<file path="src/rtl/mem_arbiter.sv">
// Shared memory port arbiter for fetch and data requesters.
// Data wins by default; a starved fetch eventually takes priority.
module mem_arbiter #(
    parameter int XLEN       = 32,
    parameter int MEM_LAT    = 1,
    parameter int STARVE_LIM = 3
) (
    input  logic            clk,
    input  logic            reset,
    input  logic            i_req,
    input  logic [XLEN-1:0] i_addr,
    output logic            i_gnt,
    output logic            i_rvalid,
    output logic [XLEN-1:0] i_rdata,
    input  logic            d_req,
    input  logic [XLEN-1:0] d_addr,
    input  logic [3:0]      d_we,
    input  logic [XLEN-1:0] d_wdata,
    output logic            d_gnt,
    output logic            d_rvalid,
    output logic [XLEN-1:0] d_rdata,
    output logic            mem_req,
    output logic [XLEN-1:0] mem_addr,
    output logic [3:0]      mem_we,
    output logic [XLEN-1:0] mem_wdata,
    input  logic [XLEN-1:0] mem_rdata,
    output logic            busy
);

    typedef enum logic {
        IDLE,
        WAIT
    } state_t;

    state_t     state, state_nxt;
    logic [1:0] lat_cnt, lat_nxt;
    logic       owner, owner_nxt;
    logic [2:0] starve_cnt, starve_nxt;

    logic open_win;
    logic i_first;
    logic i_pick;
    logic d_pick;
    logic rd_gnt;
    logic resp;

    // Grant decode, response steering and next-state selection.
    always_comb begin
        i_gnt      = 1'b0;
        d_gnt      = 1'b0;
        state_nxt  = state;
        lat_nxt    = lat_cnt;
        owner_nxt  = owner;
        starve_nxt = starve_cnt;

        open_win = reset && (state == IDLE || lat_cnt == 2'd0);
        i_first  = (starve_cnt == 3'(STARVE_LIM));
        i_pick   = i_req && (i_first || !d_req);
        d_pick   = d_req && !(i_req && i_first);

        if (open_win) begin
            unique case (1'b1)
                i_pick:  i_gnt = 1'b1;
                d_pick:  d_gnt = 1'b1;
                default: ;
            endcase
        end

        rd_gnt = i_gnt || (d_gnt && d_we == 4'b0000);

        resp     = reset && state == WAIT && lat_cnt == 2'd0;
        busy     = reset && state == WAIT && lat_cnt != 2'd0;
        i_rvalid = resp && !owner;
        d_rvalid = resp && owner;
        i_rdata  = i_rvalid ? mem_rdata : '0;
        d_rdata  = d_rvalid ? mem_rdata : '0;

        mem_req   = i_gnt || d_gnt;
        mem_addr  = d_gnt ? d_addr : (i_gnt ? i_addr : '0);
        mem_we    = d_gnt ? d_we : 4'b0000;
        mem_wdata = d_gnt ? d_wdata : '0;

        if (state == WAIT && lat_cnt != 2'd0) begin
            lat_nxt = lat_cnt - 2'd1;
        end else if (rd_gnt) begin
            state_nxt = WAIT;
            lat_nxt   = 2'(MEM_LAT - 1);
            owner_nxt = d_gnt;
        end else begin
            state_nxt = IDLE;
        end

        if (i_gnt || !i_req) begin
            starve_nxt = 3'd0;
        end else if (d_gnt && starve_cnt < 3'(STARVE_LIM)) begin
            starve_nxt = starve_cnt + 3'd1;
        end
    end

    // State, latency, owner and starvation registers.
    always_ff @(posedge clk or negedge reset) begin
        if (!reset) begin
            state      <= IDLE;
            lat_cnt    <= 2'd0;
            owner      <= 1'b0;
            starve_cnt <= 3'd0;
        end else begin
            state      <= state_nxt;
            lat_cnt    <= lat_nxt;
            owner      <= owner_nxt;
            starve_cnt <= starve_nxt;
        end
    end

endmodule

</file>
<file path="config.mk">
export PLATFORM = sky130hd
export DESIGN_NAME = mem_arbiter
export DESIGN_NICKNAME = d
export VERILOG_FILES = /design/src/rtl/mem_arbiter.sv
export SDC_FILE = /design/constraint.sdc
export NUM_CORES = 1
export LEC_CHECK = 0
export CAP_MARGIN = 15
export CELL_PAD_IN_SITES_DETAIL_PLACEMENT = 0
export CELL_PAD_IN_SITES_GLOBAL_PLACEMENT = 1
export CORE_AREA = 5 5 103 105
export DETAILED_ROUTE_END_ITERATION = 16
export DIE_AREA = 0 0 108 110
export DONT_BUFFER_PORTS = 1
export GPL_ROUTABILITY_DRIVEN = 0
export GPL_TIMING_DRIVEN = 0
export HOLD_SLACK_MARGIN = 0.15
export PLACE_DENSITY_LB_ADDON = 0.1
export SLEW_MARGIN = 20
export SYNTH_ARGS = -nofsm -noshare
export SYNTH_HDL_FRONTEND = slang
export SYNTH_SLANG_ARGS = --single-unit
</file>
<file path="constraint.sdc">
create_clock -name clk -period 3.2 [get_ports clk]
set_input_delay 0.48 -clock clk [delete_from_list [all_inputs] [get_ports clk]]
set_output_delay 0.48 -clock clk [all_outputs]
set_load 0.01 [all_outputs]
</file>
==> Flow_metrics.wiki <==
{| class="wikitable"
! Metric !! Value
|-
| Sum of routed wire length over all layers || 7.195 mm
|-
| Status || complete, no violations
|-
| Top area cells in the synthesized netlist || and2_1 (39%), a22o_1 (18%), dfrtp_1 (11%)
|-
| DRC viols || 0
|-
| Number of vias per cell after detailed routing || roughly 4.7
|-
| Number of warnings printed during yosys synthesis || 0
|-
| Post-place setup slack || 901.1 ps
|-
| Multiplexer share of the synthesized area || 0%
|-
| Count of mapped cells out of synthesis || about 200
|-
| Average wire length per cell after detail routing || 21.29 um
|-
| Post-synthesis simple-gate area fraction || 48.73%
|-
| Largest net degree at the start of global routing || 11
|-
| Achievable Freq || 398.7 MHz
|-
| Dominant combinational cell family by area after synthesis || simple AND/OR/NAND/NOR gates
|-
| Sum of buffers and inverters on the critical path || 2
|-
| Area fraction in compound gates after synthesis || approximately a quarter
|-
| Count of cell types in the netlist || 37
|-
| Via count of the first global-routing pass || between 1500 and 2000
|-
| Number of synthesized flops with an enable pin || 0
|-
| Maximum fanout count along the critical path || 10
|-
| Critical Path Start Type || flop
|-
| Instance count along the most critical hold path || 2
|-
| Register area share after synthesis || 10.81%
|-
| Critical Path Slowest Stage Cell || dfrtp_1
|-
| Synthesized netlist net count || 338
|-
| Number of buffers added for setup after CTS || 0
|-
| Root buf cell || clkbuf_8
|-
| CORE AREA || 9549 um^2
|-
| Hold crit path type || in -> reg
|-
| Syn Std Cell Area || 1620 um^2
|-
| FF+latch count, synth || 7
|-
| Top Ports || 274
|-
| Share of final-layout standard cells stronger than drive strength 1 || 15.20%
|-
| Arrival time at the worst endpoint || 2030 ps
|-
| Number of buffers on the longest clock path || 2
|-
| Post-synthesis share of cell area spent on full adders, half adders and majority gates || 2.317%
|-
| Number of standard-cell rows in the floorplan || 36
|-
| Endpoints failing hold || 0
|-
| Leak pwr || between 0.7 and 0.8 nW
|-
| Final HPWL DP || 6.431 mm
|-
| Worst clock skew || 5.746 ps
|-
| Number of antenna violations at the first check in global routing || 1
|-
| Initial standard-cell utilization of the core || 16.97%
|-
| Worst EP required || 2720 ps
|-
| Critical path's largest stage delay || 410 ps
|-
| Peak ir drop on the vdd network || 0.07528 mV
|-
| Number of cell instances on the worst register-to-register path || 7
|-
| Synthesis-to-layout area growth || 13.82%
|-
| Die Wd || 108 um
|-
| Category of the worst setup path capture point || primary output
|-
| Parity-gate share of the synthesized area counting xor and xnor cells || 0%
|-
| Setup ws final || 691.6 ps
|-
| Later-pin clock latency in the skew report || 230 ps
|-
| Startpoint-to-endpoint class of the critical path || reg -> out
|-
| Crit path max-delay family || adder cells
|-
| Share of the synthesized area in the top cell type || 38.61%
|-
| Y dimension of the die || 110 um
|-
| TritonCTS buffer count || 3
|-
| Accumulated negative setup slack || 0 ps
|-
| Post-Synthesis Mean Instance Area || 8.142 um^2
|-
| Worst slew pin tran || 528.9 ps
|-
| Remaining global-route overflow || 0
|-
| Final critical path time including I/O delays and setup || 2508 ps
|-
| # setup viols final || 0
|-
| Top cells by instance count after synthesis || and2_1 (100), a22o_1 (33), buf_6 (11)
|-
| Cell taking the most area after synthesis || and2_1
|-
| H-tree depth || 1
|-
| TritonCTS sink count || 7
|-
| Crit. path cell count || 7
|-
| Max-cap violations || 0
|-
| First-pass GRT wire length || 9.128 mm
|-
| Share of the clock period used by the worst path || 78.39%
|-
| Global-route usage over all layers || 10.01%
|-
| Post-DRT Antenna Nets || 0
|-
| # port buffers || 0
|-
| Most used flip-flop cell after synthesis || dfrtp_1
|-
| Library cell with the highest instance count after synthesis || and2_1
|-
| DR vias || between 1500 and 2000
|-
| Violation count after the first detailed-routing iteration || 26
|-
| TritonCTS clock tree || yes
|-
| Overall die area || 11880 um^2
|-
| Share of flip-flops with an asynchronous set or reset || 100.0%
|-
| Cell chain of the critical path || ha_1, ha_1, nand2b_1, nand4_4, clkinv_4, buf_6, a22o_1
|-
| Number of pins with negative max-slew slack in the final report || 0
|-
| Power density over the cells || 350.0 nW/um^2
|-
| Unrepaired setup endpoints after global routing || false
|-
| Net total in the final layout || 344
|-
| Cell with the most instances on the worst path || ha_1
|-
| Number of detailed-routing iterations run before antenna repair || 4
|-
| Clock edge transition at the registers on the reported setup and hold paths || 40 ps
|-
| Worst slew slack as a fraction of its limit || 64.42%
|}
layout make-up:
type	instances	area (um^2)
fillers	1082	7705
clock buffers	4	45.04
multi-input cells	168	1224
inverters	6	30.03
well taps	133	166.4
diodes	1	2.502
plain buffers	18	191.4
repair buffers	1	10.01
flip-flops and latches	7	175.2
worst register-to-register path, cell delays in order (launching register included):
cell and delay [ps]:
dfrtp_1 410, ha_1 220, ha_1 230, a21boi_4 240
nand3_2 150, inv_4 160, buf_6 170, a211oi_2 70
registers in the layout (all words and copies together), names as in the netlist:
| register | cells |
|---|---|
| owner | 1 |
| lat_cnt | 2 |
| state | 1 |
| starve_cnt | 3 |
where the power goes:
part / switching (mW) / internal [mW]
sequential: 0.0170 / 0.108
combinational: 0.225 / 0.166
clock: 0.0435 / 0.0867
cells in the final DEF, fill, tap and decap left out, types with 2 or more instances in the layout:
master    instances
a22o_1           33
buf_8             3
inv_1             4
nand4_1           3
a21oi_1           3
nand2_1           2
clkbuf_2          2
ha_1              3
a41oi_1           2
buf_6            11
and2_1          100
nor2_1            2
dfrtp_1           7
clkbuf_8          3
layer usage:
metal  wire length (um)  part of all wire (%)  track usage [%]
met3                838                    12            2.330
met5                  0                     0                0
met1               2436                    34            10.07
met2               3920                    54            20.91
met4                  0                     0            1.623
kinds of logic after synthesis:
| logic type | Yosys count |
|---|---|
| AO/OA/AOI/OAI | 45 |
| adder cells (fa/ha/maj) | 3 |
| buffers and inverters | 24 |
| flip-flops | 7 |
| AND/OR/NAND/NOR | 120 |
path summary, 6_finish.rpt:
| check | endpoint | slack, ps | start |
|---|---|---|---|
| setup reg to reg | starve_cnt[0] | 1430 | starve_cnt[0] |
| max in group asynchronous | state | 2310 | reset |
| hold reg to reg | lat_cnt[1] | 520 | lat_cnt[1] |
| hold / removal | owner | 450 | reset |
| setup / recovery | mem_addr[24] | 690 | starve_cnt[0] |
| min in group asynchronous | starve_cnt[1] | 610 | reset |
stage by stage:
step           hold slack, ps  cell area, um^2  utilization (%)  total power [mW]  instances
2_1_floorplan           184.4             1620                -            0.4527        199
3_3_place_gp            184.8             1787            18.71            0.5289        332
3_5_place_dp            184.8             1787            18.71            0.5220        332
4_1_cts                 446.1             1842            19.29            0.6593        337
5_1_grt                 444.4             1844            19.31            0.6930        338
6_report                446.1             1844            19.31            0.6456        338
repair_timing:
action                    in CTS  in global routing
hold buffers                   1                  0
hold endpoints to repair       7                  0
gates resized for setup        0                  0
Power figures use the tool's default switching activity.
